### src/rtl/space_ctrl_pkg.sv
// rtl/space_ctrl_pkg.sv - shared types and constants for the peripheral bus arbiter
package space_ctrl_pkg;

  typedef enum logic [1:0] {
    IDLE,
    ISSUE,
    RESP
  } arb_state_e;

  typedef enum logic {
    GNT_WB,
    GNT_LA
  } grant_e;

  // Read data returned to the host when the peripheral never answers
  localparam logic [31:0] TIMEOUT_DATA      = 32'hDEAD_0BAD;
  localparam logic [31:0] DEFAULT_BASE_ADDR = 32'h3000_0000;

endpackage

### src/rtl/bus_timeout_timer.sv
// rtl/bus_timeout_timer.sv - loadable down-counter flagging a stalled downstream transaction
module bus_timeout_timer #(
  parameter int TIMEOUT = 255
) (
  input  logic clk,
  input  logic rst_n,
  input  logic load,
  input  logic clear,
  input  logic en,
  output logic expired
);

  // Loading TIMEOUT-1 makes expired rise on the TIMEOUT-th enabled cycle
  localparam logic [15:0] LOAD_VAL = 16'(TIMEOUT - 1);

  logic [15:0] count;
  logic        armed;

  // Counter: clear disarms, load arms, enable counts down and parks at zero
  always_ff @(posedge clk or negedge rst_n) begin
    if (!rst_n) begin
      count <= '0;
      armed <= 1'b0;
    end else if (clear) begin
      count <= '0;
      armed <= 1'b0;
    end else if (load) begin
      count <= LOAD_VAL;
      armed <= 1'b1;
    end else if (en && (count != '0)) begin
      count <= count - 16'd1;
    end
  end

  assign expired = armed && (count == '0);

endmodule

### src/rtl/wb_la_bus_arbiter.sv
// rtl/wb_la_bus_arbiter.sv - shares the peripheral bus between Wishbone and LA hosts
module wb_la_bus_arbiter
  import space_ctrl_pkg::*;
#(
  parameter int          ADDR_W    = 8,
  parameter logic [31:0] BASE_ADDR = DEFAULT_BASE_ADDR,
  parameter int          TIMEOUT   = 255
) (
  input  logic              wb_clk_i,
  input  logic              wb_rst_n_i,
  input  logic              wbs_cyc_i,
  input  logic              wbs_stb_i,
  input  logic              wbs_we_i,
  input  logic [3:0]        wbs_sel_i,
  input  logic [31:0]       wbs_adr_i,
  input  logic [31:0]       wbs_dat_i,
  output logic [31:0]       wbs_dat_o,
  output logic              wbs_ack_o,
  input  logic              la_req_i,
  input  logic              la_we_i,
  input  logic [ADDR_W-1:0] la_adr_i,
  input  logic [31:0]       la_dat_i,
  output logic [31:0]       la_dat_o,
  output logic              la_done_o,
  output logic              la_err_o,
  output logic              m_req_o,
  output logic              m_we_o,
  output logic [3:0]        m_sel_o,
  output logic [ADDR_W-1:0] m_adr_o,
  output logic [31:0]       m_wdat_o,
  input  logic [31:0]       m_rdat_i,
  input  logic              m_ack_i,
  output logic              timeout_flag_o
);

  localparam int HI = ADDR_W + 2;

  arb_state_e  state, state_d;
  grant_e      grant, last_grant;
  logic        la_req_q, la_pend;
  logic        hit, wb_pend, wb_miss, la_rise;
  logic        take_wb, take_la, bus_done, bus_timeout, expired;
  logic [31:0] resp_data;
  logic        unused_adr;

  // Byte-lane bits of the Wishbone address never reach the word-addressed bus
  assign unused_adr = &{1'b0, wbs_adr_i[1:0]};

  assign hit       = (wbs_adr_i[31:HI] == BASE_ADDR[31:HI]);
  assign wb_pend   = wbs_cyc_i & wbs_stb_i & hit & ~wbs_ack_o;
  assign wb_miss   = wbs_cyc_i & wbs_stb_i & ~hit & ~wbs_ack_o & (state == IDLE);
  assign la_rise   = la_req_i & ~la_req_q;
  assign m_req_o   = (state == ISSUE);
  assign resp_data = bus_done ? m_rdat_i : TIMEOUT_DATA;

  // State register
  always_ff @(posedge wb_clk_i or negedge wb_rst_n_i) begin
    if (!wb_rst_n_i) state <= IDLE;
    else             state <= state_d;
  end

  // Next state: round-robin grant in IDLE, ack-or-timeout completion in ISSUE
  always_comb begin
    state_d     = state;
    take_wb     = 1'b0;
    take_la     = 1'b0;
    bus_done    = 1'b0;
    bus_timeout = 1'b0;
    case (state)
      IDLE: begin
        if (wb_pend && (!la_pend || (last_grant == GNT_LA))) begin
          take_wb = 1'b1;
          state_d = ISSUE;
        end else if (la_pend) begin
          take_la = 1'b1;
          state_d = ISSUE;
        end
      end
      ISSUE: begin
        if (m_ack_i) begin
          bus_done = 1'b1;
          state_d  = RESP;
        end else if (expired) begin
          bus_timeout = 1'b1;
          state_d     = RESP;
        end
      end
      RESP:    state_d = IDLE;
      default: state_d = IDLE;
    endcase
  end

  bus_timeout_timer #(.TIMEOUT(TIMEOUT)) u_timer (
    .clk     (wb_clk_i),
    .rst_n   (wb_rst_n_i),
    .load    (take_wb | take_la),
    .clear   (bus_done | bus_timeout),
    .en      (state == ISSUE),
    .expired (expired)
  );

  // LA request edge detection and pending flag, released once its result is posted
  always_ff @(posedge wb_clk_i or negedge wb_rst_n_i) begin
    if (!wb_rst_n_i) begin
      la_req_q <= 1'b0;
      la_pend  <= 1'b0;
    end else begin
      la_req_q <= la_req_i;
      if (la_rise)                                  la_pend <= 1'b1;
      else if ((state == RESP) && (grant == GNT_LA)) la_pend <= 1'b0;
    end
  end

  // Latch the winner's command so m_* stay stable for the whole ISSUE phase
  always_ff @(posedge wb_clk_i or negedge wb_rst_n_i) begin
    if (!wb_rst_n_i) begin
      grant      <= GNT_WB;
      last_grant <= GNT_LA;
      m_we_o     <= 1'b0;
      m_sel_o    <= '0;
      m_adr_o    <= '0;
      m_wdat_o   <= '0;
    end else if (take_wb) begin
      grant      <= GNT_WB;
      last_grant <= GNT_WB;
      m_we_o     <= wbs_we_i;
      m_sel_o    <= wbs_sel_i;
      m_adr_o    <= wbs_adr_i[HI-1:2];
      m_wdat_o   <= wbs_dat_i;
    end else if (take_la) begin
      grant      <= GNT_LA;
      last_grant <= GNT_LA;
      m_we_o     <= la_we_i;
      m_sel_o    <= 4'hF;
      m_adr_o    <= la_adr_i;
      m_wdat_o   <= la_dat_i;
    end
  end

  // Responses: one-cycle Wishbone ack, LA done/err held until the request drops
  always_ff @(posedge wb_clk_i or negedge wb_rst_n_i) begin
    if (!wb_rst_n_i) begin
      wbs_ack_o      <= 1'b0;
      wbs_dat_o      <= '0;
      la_dat_o       <= '0;
      la_done_o      <= 1'b0;
      la_err_o       <= 1'b0;
      timeout_flag_o <= 1'b0;
    end else begin
      wbs_ack_o <= wb_miss;
      wbs_dat_o <= '0;
      if (la_done_o && !la_req_i) begin
        la_done_o <= 1'b0;
        la_err_o  <= 1'b0;
      end
      if (bus_done || bus_timeout) begin
        if (grant == GNT_WB) begin
          wbs_ack_o <= 1'b1;
          wbs_dat_o <= resp_data;
        end else begin
          la_dat_o  <= resp_data;
          la_done_o <= 1'b1;
          la_err_o  <= bus_timeout;
        end
      end
      if (bus_timeout) timeout_flag_o <= 1'b1;
    end
  end

endmodule
### config.mk
export PLATFORM = sky130hd
export DESIGN_NAME = wb_la_bus_arbiter
export DESIGN_NICKNAME = d
export VERILOG_FILES = /design/src/rtl/space_ctrl_pkg.sv /design/src/rtl/bus_timeout_timer.sv /design/src/rtl/wb_la_bus_arbiter.sv
export SDC_FILE = /design/constraint.sdc
export NUM_CORES = 1
export LEC_CHECK = 0
export ABC_AREA = 1
export BUFFER_PORTS_ARGS = -buffer_cell sky130_fd_sc_hd__buf_2
export CAP_MARGIN = 25
export CORE_UTILIZATION = 48
export CTS_CLUSTER_DIAMETER = 80
export DETAILED_ROUTE_END_ITERATION = 8
export HOLD_SLACK_MARGIN = 0.08
export PLACE_DENSITY_LB_ADDON = 0.15
export SYNTH_ARGS = -nofsm -noshare
export SYNTH_HDL_FRONTEND = slang
export SYNTH_SLANG_ARGS = --single-unit
### constraint.sdc
create_clock -name wb_clk_i -period 2.2 [get_ports wb_clk_i]
set_clock_uncertainty 0.15 [all_clocks]
set_input_delay 0 -clock wb_clk_i [delete_from_list [all_inputs] [get_ports wb_clk_i]]
set_output_delay 0 -clock wb_clk_i [all_outputs]
set_load 0.005 [all_outputs]
==> summary.txt <==
Hold path
  • HP Class: in -> reg
  • Worst Hold Launch: la_req_i

Route
  • Per-cell routed wire length: 15.2 um
  • Vias: 6568
  • First-iteration detailed-routing DRC count: 459
  • DR DRC count: 0
  • WL final: 19600 um
  • Pre-antenna DRT Iters: 5
  • Via-per-instance ratio: 5.08
  • Routed Antenna Nets: 0

Setup path
  • Critical Path Start Type: register
  • Reg2Reg Launch Point: state[0]$_DFFE_PN0P_
  • Worst r2r path cells: 8
  • FF-to-FF setup slack: 0.16 ns
  • Worst r2r dst: la_dat_o[1]$_DFFE_PN0P_
  • Max FO, Critical Path: 13
  • Max stage delay on crit path: 0.57 ns
  • Worst setup endpoint: la_dat_o[1]$_DFFE_PN0P_
  • CP max stage cell: dlygate4sd3_1
  • Crit. End Element: register
  • Cells along the critical path: inv_2 > nor2_4 > inv_2 > nor2_2 > buf_4 > nand2_1 > dlygate4sd3_1 > o21ai_0
  • Crit path DAT: 2.22 ns
  • Crit. Startpoint: state[0]$_DFFE_PN0P_
  • Kind of critical path: reg -> reg
  • Most common cell on crit path: inv_2
  • CP Data Required Time: 2.38 ns

Yosys
  • Synth Instances: 716
  • Synth Net Count: 866
  • Mapped cell area: 6030 um2
  • Syn Area/Cell: 8.42 um2
  • Register area share after synthesis: 0.565
  • Number of flops mapped to enable cells by yosys: 0
  • Main synth FF type: dfrtp_1
  • Count of state elements after synthesis: 136
  • Post-synth ARST share: 1.00
  • YS warnings: 0
  • Count of cell types in the netlist: 32

Global route
  • Initial antenna violation count: 1
  • Vias in the first global route: 6623
  • Met3 GRT Util: 0.0741
  • Met1 Use GR: 0.365
  • Largest net degree at the start of global routing: 57
  • Total GRT Usage: 0.315
  • Met2 Use GR: 0.529
  • Remaining Overflow, GRT: 0
  • First-pass GRT wire length: 31700 um
  • GRT busiest layer: met2

Clock tree
  • H-tree depth: 4
  • CTS Buffer Depth: 2
  • Root buffer cell: clkbuf_16
  • Worst-path clk slew: 0.06 ns
  • Clock sinks: 136
  • TritonCTS clock tree: built
  • Clk_lat worst skew: 0.42 ns
  • Cts bufs inserted: 17

Final layout
  • Fillers: 795
  • Commonest non-fill, non-tap cell in the layout: buf_2
  • Area grow syn2layout: 56.5%
  • Fin cells: 1292
  • Share of post-route cells with drive strength above 1: 0.306
  • Post-route cell area: 9440 um2
  • Most frequent cells in the layout: buf_2, nand2_1, dfrtp_1
  • Final #Nets: 1260

Power and ir drop
  • Pleak: 4.97 nW
  • Worst VDD drop: 0.568 mV
  • Power, Total: 10.8 mW
  • PD cells: 1150 nW/um2

Timing
  • Max-slew violation count: 0
  • Final hold violations: 0
  • Max Clk Rate: 491 MHz
  • RSZ-0062 raised after global routing: false
  • Slew headroom: 0.596
  • Minimum clock period: 2.04 ns
  • Final setup fails: 0
  • Worst slew pin tran: 0.606 ns
  • Fin crit share: 0.926
  • Worst setup margin: 0.163 ns
  • Setup TNS: 0 ns

Floorplan
  • Initial core utilization: 0.498
  • Core outline area: 12100 um2
  • Row count: 40
  • Die Wd: 114 um
  • Die height: 114 um
  • I/O pin count: 262
  • Die Area: 13000 um2

Placement
  • Global placer's final weighted congestion: 0.818
  • PortBufs: 259
  • Cells after DPL: 1126
  • Pre-CTS setup slack: 0.164 ns
  • Placement Cell Area: 7510 um2
  • DP HPWL: 11500 um

Flow run
  • Max-cap violation count: 0

Run status
  • Status: complete, no violations
==> through the flow <==
step                      hold slack, ns   util
after floorplan                   -0.446      -
after global placement            -0.155  0.620
after detailed placement          -0.158  0.620
after CTS                          0.131  0.777
after global routing               0.143  0.779
final                              0.150  0.779
==> registers in the layout (all words and copies together) (netlist names) <==
signal	cells
u_timer.count	16
m_wdat_o	32
last_grant	1
la_err_o	1
la_done_o	1
state	2
la_dat_o	32
timeout_flag_o	1
wbs_dat_o	32
grant	1
m_sel_o	4
m_adr_o	8
wbs_ack_o	1
la_pend	1
la_req_q	1
u_timer.armed	1
m_we_o	1
==> worst min-delay path by stage <==
stage                               endpoint  depth (start not counted)  slack, ns
detailed placement  la_dat_o[13]$_DFFE_PN0P_                          1      -0.16
global route              la_req_q$_DFF_PN0_                          2       0.14
CTS                       la_req_q$_DFF_PN0_                          2       0.13
floorplan                  grant$_DFFE_PN0P_                          0      -0.45
global placement    la_dat_o[13]$_DFFE_PN0P_                          1      -0.15
finish                    la_req_q$_DFF_PN0_                          2       0.15
==> layout make-up <==
class | count | area, um2 | area share
antenna | 1 | 2.50 | 0.000265
clock buffer | 18 | 439 | 0.0465
clock inverter | 14 | 151 | 0.0160
inverter | 45 | 169 | 0.0179
multi-input combinational | 498 | 2250 | 0.239
sequential | 136 | 3400 | 0.361
tap | 168 | 210 | 0.0223
timing repair buffer | 412 | 2810 | 0.298
==> cells in the mapped netlist, types with 5 or more instances <==
cell type  instances  area (um2)
nand2_1          182         683
dfrtp_1          135        3380
nor2_1           106         398
nand3_1           79         395
o21ai_1           60         300
inv_1             36         135
o21ai_0           24         120
clkbuf_1          16        60.1
buf_2             11        55.1
inv_2              9        33.8
buf_6              7        78.8
nand2_2            5        31.3
nor2_2             5        31.3
xor2_1             5        43.8
==> cell families (layout without fill, tap and decap cells) <==
kind of cell / count (synthesis) / in the layout / synth area share
other: 0 / 1 / 0
AOI/OAI and AO/OA: 95 / 95 / 0.0811
DFF: 136 / 136 / 0.565
adders and majority gates: 2 / 2 / 0.00415
xor gates and xnor gates: 9 / 9 / 0.0131
and+or+nand+nor: 392 / 392 / 0.274
buffers and inverters: 82 / 489 / 0.0633
==> metal layers <==
| metal | vias to the layer above | part of all wire | routed length, um |
|---|---|---|---|
| met3 | 86 | 0.065 | 1280 |
| met5 | - | 0 | 0 |
| met2 | 332 | 0.51 | 9960 |
| met1 | 3061 | 0.38 | 7450 |
| li1 | 3089 | - | - |
| met4 | 0 | 0.048 | 937 |
==> timing repair <==
action,in CTS,in global routing
endpoints found under the setup margin,0,37
buffers inserted,0,3
endpoints found under the hold margin,261,0
resized for setup,0,4
hold buffers,130,0
==> where the power goes <==
group          internal [mW]  total [mW]  switching [mW]
logic                   1.76        4.17            2.41
clock network           1.64        2.86            1.22
registers               3.32        3.80           0.480
total                   6.72        10.8            4.10
==> critical path, delay by kind of cell, from the launching register on <==
family | cells | cell delay (ns)
buffers and inverters | 4 | 0.91
DFF | 1 | 0.36
AOI/OAI and AO/OA | 1 | 0.18
and+or+nand+nor | 3 | 0.35
No activity file was read; power rests on OpenSTA's default activity.
